File: config.mk
export PLATFORM = sky130hd
export DESIGN_NAME = pay_station_flat
export DESIGN_NICKNAME = d
export VERILOG_FILES = /design/src/rtl/pay_station_if.sv /design/src/rtl/pay_station.sv /design/src/flat_wrapper.sv
export SDC_FILE = /design/constraint.sdc
export NUM_CORES = 1
export LEC_CHECK = 0
export BUFFER_PORTS_ARGS = -buffer_cell sky130_fd_sc_hd__buf_2
export CORE_AREA = 2 2 54 56
export CTS_CLUSTER_SIZE = 24
export DETAILED_ROUTE_END_ITERATION = 16
export DIE_AREA = 0 0 56 58
export SYNTH_ARGS = -nofsm -noshare
export SYNTH_HDL_FRONTEND = slang
export SYNTH_SLANG_ARGS = --single-unit
File: constraint.sdc
create_clock -name clk -period 1.8 [get_ports clk]
set_input_delay 0.36 -clock clk [delete_from_list [all_inputs] [get_ports clk]]
set_output_delay 0.36 -clock clk [all_outputs]
set_load 0.03 [all_outputs]
File: src/rtl/pay_station_if.sv
// Kiosk-side signal bundle between the pay station and the lot controller/entry hardware.
// The slave modport is the pay station; the master modport drives the requests and coins.
interface pay_station_if;
  logic       tick_req;
  logic       exit_req;
  logic       coin;
  logic       Tick_1;
  logic       paid_stat;
  logic [3:0] fee_due;
  logic       busy;
  logic [7:0] revenue;

  modport master (
    output tick_req, exit_req, coin,
    input  Tick_1, paid_stat, fee_due, busy, revenue
  );

  modport slave (
    input  tick_req, exit_req, coin,
    output Tick_1, paid_stat, fee_due, busy, revenue
  );
endinterface

File: src/rtl/pay_station.sv
// Parking ticket/payment kiosk: issues a ticket, times the stay into a saturating fee,
// collects coins until the balance is cleared, and keeps a wrapping revenue total.
module pay_station #(
  parameter int UNIT_CYCLES = 8,
  parameter int RATE        = 2,
  parameter int MAX_FEE     = 15
) (
  input  logic         clk,
  input  logic         reset,
  pay_station_if.slave bus
);

  localparam int CNT_W = (UNIT_CYCLES > 2) ? $clog2(UNIT_CYCLES) : 1;
  localparam logic [CNT_W-1:0] CNT_LAST = CNT_W'(UNIT_CYCLES - 1);
  localparam logic [4:0]       RATE_W   = 5'(RATE);
  localparam logic [4:0]       MAX_W    = 5'(MAX_FEE);

  typedef enum logic [2:0] {
    IDLE,
    ISSUE,
    TIMING,
    COLLECT,
    PAID
  } state_t;

  state_t           state_q, state_d;
  logic [CNT_W-1:0] cyc_cnt_q, cyc_cnt_d;
  logic [3:0]       fee_q, fee_d;
  logic [7:0]       revenue_q, revenue_d;
  logic [4:0]       fee_sum;

  // Widened so a step past 15 is seen before it can wrap.
  assign fee_sum = {1'b0, fee_q} + RATE_W;

  // NOTE: every variable gets a default at the top of always_comb, so no path can infer a latch.
  always_comb begin
    state_d   = state_q;
    cyc_cnt_d = cyc_cnt_q;
    fee_d     = fee_q;
    revenue_d = revenue_q;

    unique case (state_q)
      IDLE: begin
        fee_d = 4'd0;
        if (bus.tick_req) state_d = ISSUE;
      end

      ISSUE: begin
        cyc_cnt_d = '0;
        fee_d     = RATE_W[3:0];
        state_d   = TIMING;
      end

      TIMING: begin
        cyc_cnt_d = (cyc_cnt_q == CNT_LAST) ? '0 : cyc_cnt_q + 1'b1;
        // Exit takes priority: the fee leaves with its pre-wrap value.
        if (bus.exit_req) begin
          state_d = COLLECT;
        end else if (cyc_cnt_q == CNT_LAST) begin
          fee_d = (fee_sum > MAX_W) ? MAX_W[3:0] : fee_sum[3:0];
        end
      end

      COLLECT: begin
        if (bus.coin) begin
          revenue_d = revenue_q + 8'd1;
          if (fee_q <= 4'd1) begin
            fee_d   = 4'd0;
            state_d = PAID;
          end else begin
            fee_d = fee_q - 4'd1;
          end
        end
      end

      PAID: state_d = IDLE;

      default: state_d = IDLE;
    endcase
  end

  // NOTE: sequential state uses non-blocking assignments only, so every flop samples pre-edge values.
  always_ff @(posedge clk or posedge reset) begin
    if (reset) begin
      state_q   <= IDLE;
      cyc_cnt_q <= '0;
      fee_q     <= 4'd0;
      revenue_q <= 8'd0;
    end else begin
      state_q   <= state_d;
      cyc_cnt_q <= cyc_cnt_d;
      fee_q     <= fee_d;
      revenue_q <= revenue_d;
    end
  end

  assign bus.Tick_1    = (state_q == ISSUE);
  assign bus.paid_stat = (state_q == PAID);
  assign bus.busy      = (state_q != IDLE);
  assign bus.fee_due   = fee_q;
  assign bus.revenue   = revenue_q;

endmodule

File: src/flat_wrapper.sv
// flat-port wrapper written by rule: the top's interface ports become plain ports
module pay_station_flat 
#(
  parameter int UNIT_CYCLES = 8,
  parameter int RATE        = 2,
  parameter int MAX_FEE     = 15
)
  (clk, reset, bus_tick_req, bus_exit_req, bus_coin, bus_Tick_1, bus_paid_stat, bus_fee_due, bus_busy, bus_revenue);
  pay_station_if bus_i ();
  input  logic clk;
  input  logic reset;
  input wire logic [$bits(bus_i.tick_req)-1:0] bus_tick_req;
  input wire logic [$bits(bus_i.exit_req)-1:0] bus_exit_req;
  input wire logic [$bits(bus_i.coin)-1:0] bus_coin;
  output wire logic [$bits(bus_i.Tick_1)-1:0] bus_Tick_1;
  output wire logic [$bits(bus_i.paid_stat)-1:0] bus_paid_stat;
  output wire logic [$bits(bus_i.fee_due)-1:0] bus_fee_due;
  output wire logic [$bits(bus_i.busy)-1:0] bus_busy;
  output wire logic [$bits(bus_i.revenue)-1:0] bus_revenue;
  assign bus_i.tick_req = bus_tick_req;
  assign bus_i.exit_req = bus_exit_req;
  assign bus_i.coin = bus_coin;
  assign bus_Tick_1 = bus_i.Tick_1;
  assign bus_paid_stat = bus_i.paid_stat;
  assign bus_fee_due = bus_i.fee_due;
  assign bus_busy = bus_i.busy;
  assign bus_revenue = bus_i.revenue;
  pay_station #(.UNIT_CYCLES(UNIT_CYCLES), .RATE(RATE), .MAX_FEE(MAX_FEE)) u_core (.clk(clk), .reset(reset), .bus(bus_i));
endmodule
======== Word level (Yosys, flattened, before mapping) ========
Cells that the tools add are included.
word-level totals
  flip-flop bits (word level) ............. 18
  bits of input ports ..................... 5
  output and inout port bits .............. 15
  word-level logic and storage cells ...... 41
cells by class
  add/subtract/negate cells ............... 4
  $lt $le $gt $ge ......................... 2
  eq/ne operators ......................... 11
  multiplexer cells ....................... 13
  reductions and logical operators ........ 7
operators with widths
  kind                                                                      number
  4-bit two-way mux                                                         5
  4-bit one-hot mux with 4 select lines                                     1
  3-bit two-way mux                                                         5
  3-bit one-hot mux with 4 select lines                                     1
  8-bit by 1-bit adder with 8-bit output (second input constant)            1
  2-bit inequality test (second input constant)                             4
  4-bit AND reduction                                                       2
  3-bit by 2-bit equality test with 1-bit output (second input constant)    2
  3-bit equality test (second input constant)                               2
  3-bit one-hot mux with 2 select lines                                     1
  4-bit by 2-bit adder with 5-bit output (second input constant)            1
  5-bit by 4-bit > comparator with 1-bit output (second input constant)     1
  4-bit by 1-bit <= comparator with 1-bit output (second input constant)    1
  2-bit by 1-bit inequality test with 1-bit output (second input constant)  2
  4-bit nonzero test                                                        1
  4-bit by 1-bit subtractor with 4-bit output (second input constant)       1
  3-bit by 1-bit adder with 3-bit output (second input constant)            1
  3-bit by 1-bit equality test with 1-bit output (second input constant)    1
  3-bit logical NOT                                                         1
  3-bit nonzero test                                                        1
  2-bit AND reduction                                                       1
  2-bit nonzero test                                                        1

======== Logic depth before layout (Yosys ltp) ========
  word-level depth ........................ 6
  mapped depth ............................ 6
  gate-level depth less buffers ........... 6

======== Worst setup path before layout ========
Ideal clock, no wire load.
  path type ............................... register -> register
  from .................................... register u_core.fee_q[2], in the netlist u_core.bus.fee_due[2]
  to ...................................... register u_core.fee_q[1], in the netlist u_core.bus.fee_due[1]
  library setup time ...................... 82 ps
  arrival ................................. 1,812 ps
  required time ........................... 1,718 ps
  path slack .............................. -94 ps
  cell stages (with the launch flop) ...... 7
  path buffers ............................ 0
  clock period less this slack ............ 1,894 ps
  path through ............................ dfrtp_1 > inv_1 > ha_1 > and2_1 > nor4_1 > o41ai_1 > a31oi_1
between the ends
  cells in the longest elaborated chain, start to end .. 6
  elaborated cells on any way between the ends .. 9
  those cells by class .................... add/sub (1); order compare (2); mux (6)
ends and longest elaborated chain
  element                                        RTL line           RTL
  start: declaration                             pay_station.sv:28  logic [3:0] fee_q, fee_d;
  start signal: assignment                       pay_station.sv:87  fee_q <= 4'd0;
  start signal: assignment                       pay_station.sv:92  fee_q <= fee_d;
  4-bit by 2-bit adder with 5-bit output         pay_station.sv:33  assign fee_sum = {1'b0, fee_q} + RATE_W;
  5-bit by 4-bit > comparator with 1-bit output  pay_station.sv:60  fee_d = (fee_sum > MAX_W) ? MAX_W[3:0] : fee_sum[3:0];
  4-bit two-way mux                              pay_station.sv:60
  4-bit two-way mux                              pay_station.sv:59  end else if (cyc_cnt_q == CNT_LAST) begin
  4-bit two-way mux                              pay_station.sv:57  if (bus.exit_req) begin
  4-bit one-hot mux with 4 select lines *        pay_station.sv:42  unique case (state_q)
Every way passes the cells marked *; elsewhere a longest branch is shown, timed or not. The select of a mux whose other input is x is not followed.
A chain may end at the register's enable or synchronous reset.

======== Worst setup path in the final report ========
Same ends and word-level chain as after synthesis.

==> results.toml <==
[outcome]
status = "finished with violations"
violations = "negative hold slack"

[synth]
synth-async-reset-ratio_pct = 100
synth-edff-count = 0
synthCells = 113
syn_avg_cell_area_um2 = 9.98
yosysTopAreaCellShare_pct = 40.0
netlist-cell-type-count = 37
synth_seq_cells = 18
synth_area_leaders = "dfrtp_1 40%, ha_1 10%, nor2_1 5.0%"
synth-seq-area-share_pct = 40.0
yosysWarnings = 0
synth_nets = 127
synth_largest_area_cell = "dfrtp_1"
syn-cell-area_um2 = 1130
synth_ff_type = "dfrtp_1"

[power]
ir_worst_vdd_mv = 1.18
p_per_area_nw_per_um2 = 1750
p_leak_nw = 0.708

[route]
drc = 0
detail_route.first_pass.iterations = 4
drt-wirelength-per-cell_um = 14.6
num_vias = 991
drt-initial-drc-count = 33
avgViaCountPerCell = 5.48
drtAntennaViolNets = 0
wl_um = 2630

[placed_design]
place_congestion = 0.756
dp.cells = 173
post-place-ws_ns = -0.0550
place_hpwl_um = 1870
io_buffers = 19

[global_route]
grt_usage_pct = 16.7
grt_max_degree = 12
antenna_found_initial = 0
grt_overflow_total = 0
grt_pass1_wl_um = 4190
grt_pass1_vias = 921

[sta]
setup_violations = 0
period_share_pct = 99.2
hold_ws_ns = -0.0133
setup_slack_ns = 0.0146
relSlewSlack_pct = 75.6
worstMarginPinSlew_ns = 0.362
hold_violations = 7
fin_crit_ns = 1.79
finalSetupTns_ns = 0
fmax_mhz = 560
final_max_slew_viol_count = 0
finClkSkew_ns = 0.00320
rsz0062_at_grt = "true"

[layout]
area_growth_pct = 28.4
finalNonFillerCells = 181
num-nets-final = 165
drive_above_1_share_pct = 38.0
final_common_cell = "buf_4"
final_cell_mix = "18 x buf_4, 17 x buf_2, 14 x nor2_1, 14 x dfrtp_1, 12 x nand2_1"
insertedDiodeCount = 0

[floorplanning]
die_area_um2 = 3250
rows = 19
core_area_um2 = 2660
die_w_um = 56
die_h_um = 58
start_util_pct = 42.3
io_pins = 20

[setup_path]
critical_path.top_delay_family = "simple AND/OR/NAND/NOR gates"
cp_data_arrival_time_ns = 2.01
cp.required_ns = 2.02
startpoint_type = "flop"
crit_path_end_kind = "flop"
critPathMaxStageDelay_ns = 0.45
r2r_setup_slack_ns = 0.01
cp_slowest_cell = "dfrtp_2"
worst-path-buf-inv = 2
worstSetupPathType = "reg2reg"
cp_cell_sequence = "inv_1 > ha_1 > and2_1 > buf_4 > nor4_1 > o41ai_2 > a31oi_1"
worstPathMaxFanout = 4

[clocking]
cts_hold_buf = 0
numCtsBuffers = 3
cts_root_buf = "clkbuf_4"
cts_buffer_depth = 2
clk_latency_ns = 0.30
cts.sinks = 18
cts.clk_slew.worst_paths_ns = 0.11
cts-htree-levels = 1
cts_tree = "yes"

[flow_run]
max_cap_violations = 0

[hold_path]
hold_path.class = "in2async"
synth_stat cells, types with 2 or more instances:
master    number
buf_6          2
o221ai_1       2
nor2_1        15
nand2_1       12
o32ai_1        2
nand3_1        3
a31oi_1        2
xnor2_1        3
nor4_1         2
inv_1          5
a22o_1         4
xor2_1         4
or3_1          2
nor3_1         2
a21oi_1        3
ha_1           9
dfrtp_1       18
and2_1         3
nor3_2         2
path summary, 6_finish.rpt:
path | start | endpoint | cells after the start
setup / recovery | u_core.bus.fee_due[2]$_DFFE_PP0P_ | u_core.bus.fee_due[1]$_DFFE_PP0P_ | 7
hold / removal | reset | u_core.bus.revenue[2]$_DFFE_PP0P_ | 2
setup reg to reg | u_core.bus.fee_due[2]$_DFFE_PP0P_ | u_core.bus.fee_due[1]$_DFFE_PP0P_ | 7
hold reg to reg | u_core.bus.revenue[7]$_DFFE_PP0P_ | u_core.bus.revenue[7]$_DFFE_PP0P_ | 1
max in group asynchronous | reset | u_core.state_q[2]$_DFFE_PP0P_ | 3
min in group clk | bus_coin | u_core.bus.revenue[0]$_DFFE_PP0P_ | 3
through the flow:
step / total power, mW / cell area (um^2) / utilization [%]
after detailed placement: 2.09 / 1330 / 50.0
after global routing: 2.71 / 1450 / 54.4
after global placement: 2.05 / 1330 / 50.0
after floorplan: 1.66 / 1130 / -
after CTS: 2.37 / 1380 / 51.8
final: 2.53 / 1450 / 54.4
layout make-up:
| type | instances | area (um^2) |
|---|---|---|
| well taps | 31 | 38.8 |
| multi-input cells | 86 | 663 |
| fillers | 252 | 1210 |
| clock buffers | 4 | 36.3 |
| repair buffers | 36 | 231 |
| flip-flops and latches | 18 | 455 |
| inverters | 6 | 22.5 |
logic make-up after synthesis:
family / after synthesis / share of synthesized area, %
AO/OA/AOI/OAI: 21 / 15.3
buffers and inverters: 9 / 4.66
flip-flops: 18 / 40.0
AND/OR/NAND/NOR: 48 / 23.8
multiplexers: 1 / 0.888
adder cells (fa/ha/maj): 9 / 9.99
XOR/XNOR: 7 / 5.44
registers in the layout (all words and copies together), names as in the netlist:
| register | flops |
|---|---|
| u_core.bus.fee_due | 4 |
| u_core.bus.revenue | 8 |
| u_core.state_q | 3 |
| u_core.cyc_cnt_q | 3 |
report_power, final:
group	switching (mW)	total [mW]	internal [mW]	leakage, nW
registers	0.173	0.729	0.556	0.223
logic	0.859	1.54	0.685	0.464
clock network	0.134	0.257	0.123	0.0210
routing by layer:
metal  up-vias  GRT usage (%)  wire, um
li1        480              -         -
met1       478           20.4      1130
met2        27           28.2      1330
met3         6           4.69       119
met4         0           6.46        49
met5         -              0         0
what timing repair did:
action | 4_1_cts | 5_1_grt
hold endpoints to repair | 0 | 0
pin swaps | 0 | 2
setup endpoints to repair | 3 | 6
setup buffers | 0 | 4
gates resized for setup | 4 | 10
Power figures use the tool's default switching activity.
